[src/rtl/register_shift_pkg.sv]
// Shared definitions for the register_shift_n block: operation mode encodings.
package register_shift_pkg;

   typedef enum logic [1:0] {
      MODE_HOLD = 2'b00,
      MODE_LOAD = 2'b01,
      MODE_SRA  = 2'b10,
      MODE_SL   = 2'b11
   } mode_e;

endpackage : register_shift_pkg

[src/rtl/shift_step_counter.sv]
// Saturating count of accepted shifts since the last load.
// The done output is a combinational decode of the registered count.
module shift_step_counter #(
   parameter  int unsigned STEPS = 32,
   localparam int unsigned CW    = $clog2(STEPS + 1)
) (
   input  logic          clk,
   input  logic          reset,
   input  logic          clr,
   input  logic          inc,
   output logic [CW-1:0] count,
   output logic          done
);

   logic [CW-1:0] count_q, count_d;

   assign count = count_q;
   assign done  = (count_q == CW'(STEPS));

   // Next count: clear on load, otherwise step until STEPS is reached.
   always_comb begin
      count_d = count_q;
      if (clr) begin
         count_d = '0;
      end else if (inc && !done) begin
         count_d = count_q + CW'(1);
      end
   end

   // Count register.
   always_ff @(posedge clk or negedge reset) begin
      if (!reset) begin
         count_q <= '0;
      end else begin
         count_q <= count_d;
      end
   end

endmodule : shift_step_counter

[src/rtl/register_shift_n.sv]
// WIDTH-bit product/remainder register with hold, load, arithmetic shift
// right and shift left, plus a saturating shift-step counter and done flag.
// Build option: define REGISTER_SHIFT_ROTATE_EN to make shift left a rotate
// (fill = old MSB) instead of a logical shift filled from serial_in.
module register_shift_n
   import register_shift_pkg::*;
#(
   parameter  int unsigned WIDTH = 64,
   parameter  int unsigned STEPS = 32,
   localparam int unsigned CW    = $clog2(STEPS + 1)
) (
   input  logic             clk,
   input  logic             reset,
   input  logic [1:0]       mode,
   input  logic [WIDTH-1:0] data_writeReg,
   input  logic             serial_in,
   output logic [WIDTH-1:0] data_readReg,
   output logic             serial_out,
   output logic [CW-1:0]    shift_count,
   output logic             done
);

   logic [WIDTH-1:0] data_q, data_d;
   logic             sout_q, sout_d;
   logic             clr, inc;
   logic             fill;
   mode_e            mode_sel;

   assign mode_sel     = mode_e'(mode);
   assign data_readReg = data_q;
   assign serial_out   = sout_q;

`ifdef REGISTER_SHIFT_ROTATE_EN
   assign fill = data_q[WIDTH-1];
`else
   assign fill = serial_in;
`endif

   // Data path next state; shifts are dropped once done is high.
   always_comb begin
      data_d = data_q;
      sout_d = sout_q;
      clr    = 1'b0;
      inc    = 1'b0;
      case (mode_sel)
         MODE_LOAD: begin
            data_d = data_writeReg;
            sout_d = 1'b0;
            clr    = 1'b1;
         end
         MODE_SRA: begin
            if (!done) begin
               data_d = {data_q[WIDTH-1], data_q[WIDTH-1:1]};
               sout_d = data_q[0];
               inc    = 1'b1;
            end
         end
         MODE_SL: begin
            if (!done) begin
               data_d = {data_q[WIDTH-2:0], fill};
               sout_d = data_q[WIDTH-1];
               inc    = 1'b1;
            end
         end
         default: ;
      endcase
   end

   // Data and serial-out registers.
   always_ff @(posedge clk or negedge reset) begin
      if (!reset) begin
         data_q <= '0;
         sout_q <= 1'b0;
      end else begin
         data_q <= data_d;
         sout_q <= sout_d;
      end
   end

   shift_step_counter #(
      .STEPS (STEPS)
   ) u_counter (
      .clk   (clk),
      .reset (reset),
      .clr   (clr),
      .inc   (inc),
      .count (shift_count),
      .done  (done)
   );

endmodule : register_shift_n

[config.mk]
export PLATFORM = sky130hd
export DESIGN_NAME = register_shift_n
export DESIGN_NICKNAME = d
export VERILOG_FILES = /design/src/rtl/register_shift_pkg.sv /design/src/rtl/shift_step_counter.sv /design/src/rtl/register_shift_n.sv
export SDC_FILE = /design/constraint.sdc
export NUM_CORES = 1
export LEC_CHECK = 0
export BUFFER_PORTS_ARGS = -buffer_cell sky130_fd_sc_hd__buf_2
export CORE_MARGIN = 2
export CORE_UTILIZATION = 42
export CTS_BUF_LIST = sky130_fd_sc_hd__clkbuf_4 sky130_fd_sc_hd__clkbuf_8
export DETAILED_ROUTE_END_ITERATION = 10
export HOLD_SLACK_MARGIN = 0.03
export PLACE_DENSITY_LB_ADDON = 0.2
export SETUP_SLACK_MARGIN = 0.15
export SYNTH_ARGS = -nofsm -noshare
export SYNTH_HDL_FRONTEND = slang
export SYNTH_HIERARCHICAL = 1
export SYNTH_SLANG_ARGS = --single-unit
[constraint.sdc]
create_clock -name clk -period 3 [get_ports clk]
set_input_delay 0.6 -clock clk [delete_from_list [all_inputs] [get_ports clk]]
set_output_delay 0.6 -clock clk [all_outputs]
set_load 0.01 [all_outputs]
==> out/qor.txt <==
status: finished clean
starting density of the core: 0.4313
# resized after CTS: 0
H-tree depth: 3
drt total wl: 12.42 mm
synthesized instance count: 485
hold_buf cts: 0
clock net sink count: 71
global-route wire length before repair: 19.45 mm
reg2reg path depth: 8
GR Overflow Total: 0
Avg WL per Cell: 16.94 µm
CTS root buf: clkbuf_8
core area: 0.01032 mm²
final-report max-slew violation count: 0
clock transition at the registers of the reported paths: 0.07 ns
adder-cell share of the synthesized area: 0.005620
Layout fillers: 984
Pleak: 2.153 nW
Fin. Hold Viols: 0
yosys warns: 6
critical path's slowest cell: dfrtp_1
XOR/XNOR share of the synthesized area: 0.003934
placer congestion estimate: 0.8131
# IOs: 141
largest cells by area after synthesis: dfrtp_1 40%, nor3b_1 9.6%, o21a_1 6.9%, a211oi_1 6.7%, nor2_1 5.4%
Final period util: 0.8665
GRT Overall Usage: 0.2100
setup violators final: 0
Max rail drop VDD: 0.2222 mV
aggregate negative setup slack: 0 ns
fraction of registers with async set/reset: 1.000
Placed Cells incl. Taps: 719
P per Cell Area: 495.2 mW/mm²
P&R area growth vs syn: 18.85%
Synth top area share: 0.3990
TritonCTS buffer count: 9
net count reported at finish: 665
setup repair bufs after CTS: 0
clock buffer depth: 2
HP Class: input pin to async pin
DIE HEIGHT: 107.0 µm
largest net degree at the start of global routing: 82
initial antenna violation count: 0
Worst Tran Pin Value: 0.9494 ns
critical path, cell by cell: inv_1 -> ha_1 -> nand2_1 -> nor2b_4 -> buf_4 -> buf_2
FF+latch area: 0.001777 mm²
RSZ-0062 raised after global routing: no
clock latency on the worst-skew pair: 0.33 ns
main combinational cell family by area after synthesis: compound AO/OA/AOI/OAI gates
Die Area: 0.01144 mm²
routed via count: 4,208
Syn Area/Cell: 9.181 µm²
relative slew slack: 0.3671
Final Instance Area: 0.005293 mm²
Via density: 5.741
Seq cells post-synth: 71
DRC errors left: 0
hpwl dp: 8.031 mm
mux cell area share after synthesis: 0.002529
CP arrival: 2.00 ns
drt pass-1 iters: 4
fmax: 384.7 MHz
die width: 107.0 µm
max_cap viols: 0
Initial DRC Count: 306
Final Util: 0.5127
WS Path Type: register to output port
diodes inserted: 0
Netlist Area Pre-Place: 0.004453 mm²
CP required: 2.40 ns
dpl cell area: 0.005121 mm²
row cnt: 37
critical path's largest stage delay: 0.43 ns
fin cells: 733
post-place setup slack: 0.7575 ns
sequential-to-total area share from yosys stat: 0.3990
layout cells sized above 1: 0.2931
CP startpoint kind: register
Final WS setup: 0.4004 ns
Unique masters post-synth: 42
Setup crit end kind: output port
Period minus WS final: 2.600 ns
Port Buf Inserts: 140
total power: 2.621 mW
post-synth top area cell: dfrtp_1
ANT nets after route: 0
hold_ws: 0.4073 ns
TritonCTS clock tree: done
Post-Synth Simple-Gate Area: 0.1978
Multi-input gate area: 0.002342 mm²
Compound-Gate Fraction of Synth Area: 0.3144
number of global-route vias before repair: 3,838
Post-synth EDFFs: 0
clock skew: 0.009114 ns
Crit Path Max Fanout: 34
Syn Nets: 556
Main synth FF type: dfrtp_1
==> path summary, 6_finish.rpt <==
kind                                                       end                           start  slack [ns]
worst max-delay path                                      done  u_counter/count[0]$_DFFE_PN0P_        0.40
worst min-delay path            u_counter/count[5]$_DFFE_PN0P_                           reset        0.41
worst max register to register  u_counter/count[0]$_DFFE_PN0P_  u_counter/count[0]$_DFFE_PN0P_        0.79
worst min register to register    data_readReg[63]$_DFFE_PN0P_    data_readReg[63]$_DFFE_PN0P_        0.59
max in group asynchronous         data_readReg[30]$_DFFE_PN0P_                           reset        1.98
min in group clk                  data_readReg[63]$_DFFE_PN0P_                         mode[0]        0.57
==> routing by layer <==
metal,wire length [µm],global-route usage,vias up
met5,0,0,-
met4,136,0.07421,0
met3,685,0.03161,11
met2,5990,0.3362,138
met1,5608,0.2903,2038
li1,-,-,2021
==> layout by cell type, fill, tap and decap left out, types with 2 or more instances in the layout <==
cell type and n:
o21ai_1 9, inv_1 4, a211oi_2 2, nand4b_1 2, and3b_1 2, o311a_1 21, or3_1 2, ha_1 2
o22ai_1 3, clkbuf_8 11, o21a_1 41, buf_2 138, buf_4 11, o21ai_0 13, nor3_1 3, nor3b_2 3
a21o_1 21, clkbuf_4 2, buf_12 2, a21oi_1 47, dfrtp_1 71, nand4_1 2, nor3b_1 57, xor2_1 2
a211oi_1 40, nor2_1 64, nand2_1 5
==> registers in the layout, indices dropped and copies added (netlist names) <==
register	flops
u_counter/count	6
serial_out	1
data_readReg	64
==> cell families (layout without fill, tap and decap cells) <==
family / Yosys count / in the layout
compound gates: 201 / 201
simple gates: 150 / 150
flops: 71 / 71
buf+inv: 58 / 170
fa+ha+maj: 2 / 2
xor+xnor: 2 / 2
mux: 1 / 1
==> critical path: cells and delay by family, from the launching register on <==
| family | cells | cell delay (ns) |
|---|---|---|
| fa+ha+maj | 1 | 0.21 |
| simple gates | 2 | 0.33 |
| flops | 1 | 0.43 |
| buf+inv | 3 | 0.70 |
==> cell usage after synthesis, drive strengths merged (2+ instances only) <==
cell and n:
dfrtp 71, nor2 64, nor3b 60, a21oi 47, a211oi 42, o21a 41
buf 36, o21ai 22, a21o 21, o311a 21, clkbuf 17, nand2 6
inv 4, nor3 4, o22ai 3, and3b 2, ha 2, nand4 2
nand4b 2, or3 2, xor2 2
==> layout make-up <==
type | count | share of cell area
clock buffer | 13 | 0.03144
clock inverter | 1 | 0.0009456
inverter | 5 | 0.003546
multi-input combinational | 356 | 0.4426
sequential | 71 | 0.3357
tap | 136 | 0.03215
timing repair buffer | 151 | 0.1537
==> report_power, final <==
group / internal (mW) / switching (mW) / leakage [nW] / total, mW
Sequential: 1.09 / 0.144 / 0.776 / 1.24
Combinational: 0.329 / 0.366 / 1.28 / 0.695
Clock: 0.355 / 0.336 / 0.0922 / 0.690
Total: 1.77 / 0.846 / 2.15 / 2.62
(Power assumes the default switching activity.)
